--- src/rtl/fsm_bit_serializer.sv ---
`default_nettype none
// ============================================================================
// Module   : fsm_bit_serializer
// Purpose  : Parallel-to-serial feeder for the 10110 sequence detector.
//            Takes WIDTH-bit words over a valid/ready handshake and emits them
//            one bit per enabled clock. A one-word hold register lets words
//            stream back-to-back with no idle bit between them.
// Ports    : clk        - rising-edge clock
//            rst        - synchronous reset, active-high
//            in_data    - parallel input word (WIDTH bits)
//            in_valid   - in_data is valid
//            in_ready   - hold register can take a word
//            en         - bit-advance enable; 0 stalls the current bit
//            data_out   - registered serial bit (to detector data_in)
//            bit_valid  - data_out carries a real word bit
//            word_start - data_out carries the first bit of a word
//            busy       - shifting a word or holding one
// Revision : 1.0 - initial release
// ============================================================================
module fsm_bit_serializer #(
    parameter int WIDTH     = 8,
    parameter bit MSB_FIRST = 1'b1,
    parameter bit IDLE_BIT  = 1'b0
) (
    input  logic             clk,
    input  logic             rst,
    input  logic [WIDTH-1:0] in_data,
    input  logic             in_valid,
    output logic             in_ready,
    input  logic             en,
    output logic             data_out,
    output logic             bit_valid,
    output logic             word_start,
    output logic             busy
);

    localparam int                 c_CNT_W = $clog2(WIDTH);
    localparam logic [c_CNT_W-1:0] c_LAST  = c_CNT_W'(WIDTH - 1);

    localparam logic [0:0] c_ST_IDLE  = 1'b0;
    localparam logic [0:0] c_ST_SHIFT = 1'b1;

    // State registers
    logic [0:0]         r_state;
    logic [c_CNT_W-1:0] r_cnt;
    logic [WIDTH-1:0]   r_sh;
    logic [WIDTH-1:0]   r_hold;
    logic               r_hold_full;
    logic               r_data_out;
    logic               r_bit_valid;
    logic               r_word_start;

    // Next-state values
    logic [0:0]         w_state_nxt;
    logic [c_CNT_W-1:0] w_cnt_nxt;
    logic [WIDTH-1:0]   w_sh_nxt;
    logic [WIDTH-1:0]   w_hold_nxt;
    logic               w_hold_full_nxt;
    logic               w_data_out_nxt;
    logic               w_bit_valid_nxt;
    logic               w_word_start_nxt;

    // Datapath helpers
    logic [WIDTH-1:0]   w_sh_shifted;   // sh moved one place toward the output end
    logic               w_shift_head;   // output-end bit of w_sh_shifted
    logic               w_hold_head;    // output-end bit of the held word
    logic               w_shift_step;
    logic               w_at_last;
    logic               w_load;
    logic               w_accept;

    // Bit-order selection. The bit that falls off the output end has already
    // been presented on data_out, so it is never read again.
    generate
        if (MSB_FIRST) begin : g_msb_first
            logic w_unused_end;
            assign w_unused_end = r_sh[WIDTH-1];
            assign w_sh_shifted = {r_sh[WIDTH-2:0], 1'b0};
            assign w_shift_head = r_sh[WIDTH-2];
            assign w_hold_head  = r_hold[WIDTH-1];
        end else begin : g_lsb_first
            logic w_unused_end;
            assign w_unused_end = r_sh[0];
            assign w_sh_shifted = {1'b0, r_sh[WIDTH-1:1]};
            assign w_shift_head = r_sh[1];
            assign w_hold_head  = r_hold[0];
        end
    endgenerate

    assign in_ready     = !r_hold_full && !rst;
    assign w_accept     = in_valid && in_ready;
    assign w_shift_step = (r_state == c_ST_SHIFT) && en;
    assign w_at_last    = (r_cnt == c_LAST);
    // An IDLE load ignores en so a fresh word starts as soon as it is held;
    // a SHIFT load chains onto the last enabled bit for gapless streaming.
    assign w_load       = r_hold_full &&
                          ((r_state == c_ST_IDLE) || (w_shift_step && w_at_last));

    // Next-state and output logic
    always_comb begin
        w_state_nxt      = r_state;
        w_cnt_nxt        = r_cnt;
        w_sh_nxt         = r_sh;
        w_hold_nxt       = r_hold;
        w_hold_full_nxt  = r_hold_full;
        w_data_out_nxt   = r_data_out;
        w_bit_valid_nxt  = r_bit_valid;
        w_word_start_nxt = r_word_start;

        // Accept needs hold_full=0 and load needs hold_full=1, so the two
        // updates of hold_full below never collide.
        if (w_accept) begin
            w_hold_nxt      = in_data;
            w_hold_full_nxt = 1'b1;
        end

        if (w_load) begin
            w_sh_nxt         = r_hold;
            w_cnt_nxt        = '0;
            w_state_nxt      = c_ST_SHIFT;
            w_hold_full_nxt  = 1'b0;
            w_word_start_nxt = 1'b1;
            w_bit_valid_nxt  = 1'b1;
            w_data_out_nxt   = w_hold_head;
        end else if (w_shift_step && !w_at_last) begin
            w_sh_nxt         = w_sh_shifted;
            w_cnt_nxt        = r_cnt + c_CNT_W'(1);
            w_word_start_nxt = 1'b0;
            w_bit_valid_nxt  = 1'b1;
            w_data_out_nxt   = w_shift_head;
        end else if (w_shift_step && w_at_last) begin
            w_state_nxt      = c_ST_IDLE;
            w_bit_valid_nxt  = 1'b0;
            w_data_out_nxt   = IDLE_BIT;
            w_word_start_nxt = 1'b0;
        end
        // SHIFT with en=0 falls through: everything holds.
    end

    // State register
    always_ff @(posedge clk) begin
        if (rst) begin
            r_state      <= c_ST_IDLE;
            r_cnt        <= '0;
            r_sh         <= '0;
            r_hold_full  <= 1'b0;
            r_data_out   <= IDLE_BIT;
            r_bit_valid  <= 1'b0;
            r_word_start <= 1'b0;
        end else begin
            r_state      <= w_state_nxt;
            r_cnt        <= w_cnt_nxt;
            r_sh         <= w_sh_nxt;
            r_hold_full  <= w_hold_full_nxt;
            r_data_out   <= w_data_out_nxt;
            r_bit_valid  <= w_bit_valid_nxt;
            r_word_start <= w_word_start_nxt;
        end
    end

    // Hold data is qualified by r_hold_full, so it needs no reset.
    always_ff @(posedge clk) begin
        r_hold <= w_hold_nxt;
    end

    assign data_out   = r_data_out;
    assign bit_valid  = r_bit_valid;
    assign word_start = r_word_start;
    assign busy       = (r_state == c_ST_SHIFT) || r_hold_full;

endmodule
`default_nettype wire

--- config.mk ---
export PLATFORM = sky130hd
export DESIGN_NAME = fsm_bit_serializer
export DESIGN_NICKNAME = d
export VERILOG_FILES = /design/src/rtl/fsm_bit_serializer.sv
export SDC_FILE = /design/constraint.sdc
export NUM_CORES = 1
export LEC_CHECK = 0
export CORE_MARGIN = 8
export CORE_UTILIZATION = 46
export DETAILED_ROUTE_END_ITERATION = 16
export GPL_TIMING_DRIVEN = 0
export PLACE_DENSITY = 0.81
export SLEW_MARGIN = 20
export SYNTH_ARGS = -nofsm -noshare
export SYNTH_HDL_FRONTEND = slang
export SYNTH_SLANG_ARGS = --single-unit
export TNS_END_PERCENT = 50
--- constraint.sdc ---
create_clock -name clk -period 2.6 [get_ports clk]
set_input_delay 0.39 -clock clk [delete_from_list [all_inputs] [get_ports clk]]
set_output_delay 0.39 -clock clk [all_outputs]
set_load 0.02 [all_outputs]
==> run summary <==
Hold_buf cts: 0
Drt pass-1 iters: 4
Nets@finish: 132
Max Slew Vio Count: 0
Worst Tran Pin Value: 452.9 ps
Status: complete, no violations
Number of global-route vias before repair: 796
GR Util met1: 0.1295
GRT overflow: 0
Cell Pwr Density: 553.2 nW/um^2
Cell Count, Final, Fillers Out: 145
Slowest CP cell: clkdlybuf4s50_1
Layout cells sized above 1: 0.1368
Clock Tree Root: clkbuf_4
Number of synthesized flops with an enable pin: 8
FP Rows: 17
Starting Density: 0.4797
WL final: 2.010 mm
Cell-internal power: 0.0005155 W
GRT met2 Usage: 0.1681
Setup Buffers After CTS: 0
Seq pwr share: 0.589
Clock Skew: 5.329 ps
Synth warnings: 0
Leakage: 0.4673 nW
Die area: 4070 um^2
Avg Vias per Cell: 5.434
Gpl congestion: 0.8240
Sw frac: 0.2627
Clk pwr share: 0.238
Crit path max fanout: 10
VDD IR max: 0.3817 mV
Syn Inst Count: 98
Mapped Area: 1051 um^2
Largest net degree at the start of global routing: 14
CTS resizes: 0
Min Clock Period, post-route: 2102 ps
Combinational group share of total power: 0.173
Area Growth Syn to Fin: 20.24%
CTS tree: built
DP HPWL: 1.466 mm
Via Count: 788
Clock sinks: 23
CP top delay family: buffers and inverters
Sequential area share after synthesis: 0.5143
Register bit total from synthesis: 23
CP Class: flip-flop to output port
Initial antenna violation count: 0
DRT iter0 DRCs: 29
Worst skew pair latency: 310 ps
Ports: 17
Die H: 63.80 um
CP bufs+invs: 2
CP Cell Sequence: buf_2 > or2_2 > clkdlybuf4s50_1
Inserted Diodes: 0
Peak Freq: 475.8 MHz
Number of max-cap violations: 0
Crit path required time: 2210 ps
WL per Instance: 13.86 um
Grt met3 use: 0.03136
Synth async-reset ratio: 0
Hold slack final: 275.8 ps
Post-Place Cells: 141
Worst min path class: input pin to flip-flop
Final ANT Viol Nets: 0
# setup viols final: 0
Final period utilization: 0.8083
Slowest stage delay, CP: 540 ps
Nature of the critical path startpoint: flip-flop
First-pass GRT wire length: 3.588 mm
Synth cell types: 31
CTS H-tree lvls: 1
Die Width: 63.80 um
RSZ-0062 raised after global routing: no
Worst-path clk slew: 130 ps
Crit path DAT: 1710 ps
Most frequent cells in the layout: dfxtp_1, clkdlybuf4s50_1, nor2_1
CTS Buffer Depth: 2
Busiest grt layer: met2
PortBufs: 15
GRT Resource Usage Total: 0.1053
Final hold vios: 0
Worst rel slew slack: 0.6968
Core box area: 2191 um^2
CTS buffer count: 3
Switching Power: 0.0001837 W
Main synth FF type: dfxtp_1
Post-Route Setup TNS: 0 ps
Avg Inst Size Synth: 10.72 um^2
Crit end category: output port
Final routed DRC violation total: 0
Syn Nets: 112
[stage by stage]
stage	util	cell area (um^2)	setup WS (ps)	power [W]
after global placement	0.5642	1236	876.8	0.0005360
after floorplan	-	1051	1190	0.0004912
after global routing	0.5768	1264	429.0	0.0007339
final	0.5768	1264	498.4	0.0006991
after CTS	0.5768	1264	489.8	0.0007047
after detailed placement	0.5642	1236	863.4	0.0005407
[cells in the mapped netlist (all sizes together), types with 2 or more instances]
| cell | number | share of area |
|---|---|---|
| nor2 | 10 | 0.038 |
| nand2b | 8 | 0.048 |
| ha | 2 | 0.024 |
| a221o | 6 | 0.057 |
| dfxtp | 15 | 0.29 |
| a21oi | 8 | 0.038 |
| buf | 6 | 0.035 |
| nand2 | 3 | 0.011 |
| a211oi | 3 | 0.021 |
| nor2b | 3 | 0.018 |
| edfxtp | 8 | 0.23 |
| a21boi | 2 | 0.021 |
| mux2i | 2 | 0.019 |
| nand3b | 7 | 0.050 |
[registers in the layout (all words and copies together) (netlist names)]
name	flops
r_state	1
data_out	1
r_hold	8
word_start	1
r_hold_full	1
r_sh	7
r_cnt	3
bit_valid	1
[final timing paths]
kind                            slack, ps  cells past startpoint       from         to
worst min register to register        490                      1  r_hold[2]    r_sh[2]
worst min-delay path                  280                      2        rst  bit_valid
worst max register to register       1030                      6   r_cnt[0]   r_cnt[1]
worst max-delay path                  500                      3    r_state       busy
[per-layer routing]
metal,part of all wire,vias up
li1,-,396
met1,0.48,369
met2,0.45,18
met3,0.047,5
met4,0.021,0
met5,0,-
[cell type report]
| cell class | instances | area [um^2] |
|---|---|---|
| flip-flops and latches | 23 | 540.5 |
| repair buffers | 15 | 150.1 |
| fillers | 194 | 927.1 |
| multi-input cells | 68 | 470.5 |
| clock inverters | 1 | 5.005 |
| plain buffers | 6 | 36.28 |
| clock buffers | 3 | 22.52 |
| inverters | 1 | 3.754 |
| well taps | 28 | 35.03 |
[kinds of logic (layout without fill, tap and decap cells)]
logic type	after synthesis	after routing	synth area share
xor gates and xnor gates	1	1	0.008335
AOI/OAI and AO/OA	26	26	0.1929
adders and majority gates	2	2	0.02381
and+or+nand+nor	37	37	0.2036
DFF	23	23	0.5143
buffers and inverters	7	26	0.03809
muxes	2	2	0.01905
[power by group through the flow]
stage          registers [W]  logic (W)  clock network, W
2_1_floorplan       0.000422  0.0000693                 0
3_3_place_gp        0.000418   0.000118                 0
3_5_place_dp        0.000419   0.000121                 0
4_1_cts             0.000411   0.000122          0.000171
5_1_grt             0.000414   0.000132          0.000187
6_report            0.000412   0.000121          0.000166
Power figures use the tool's default switching activity.
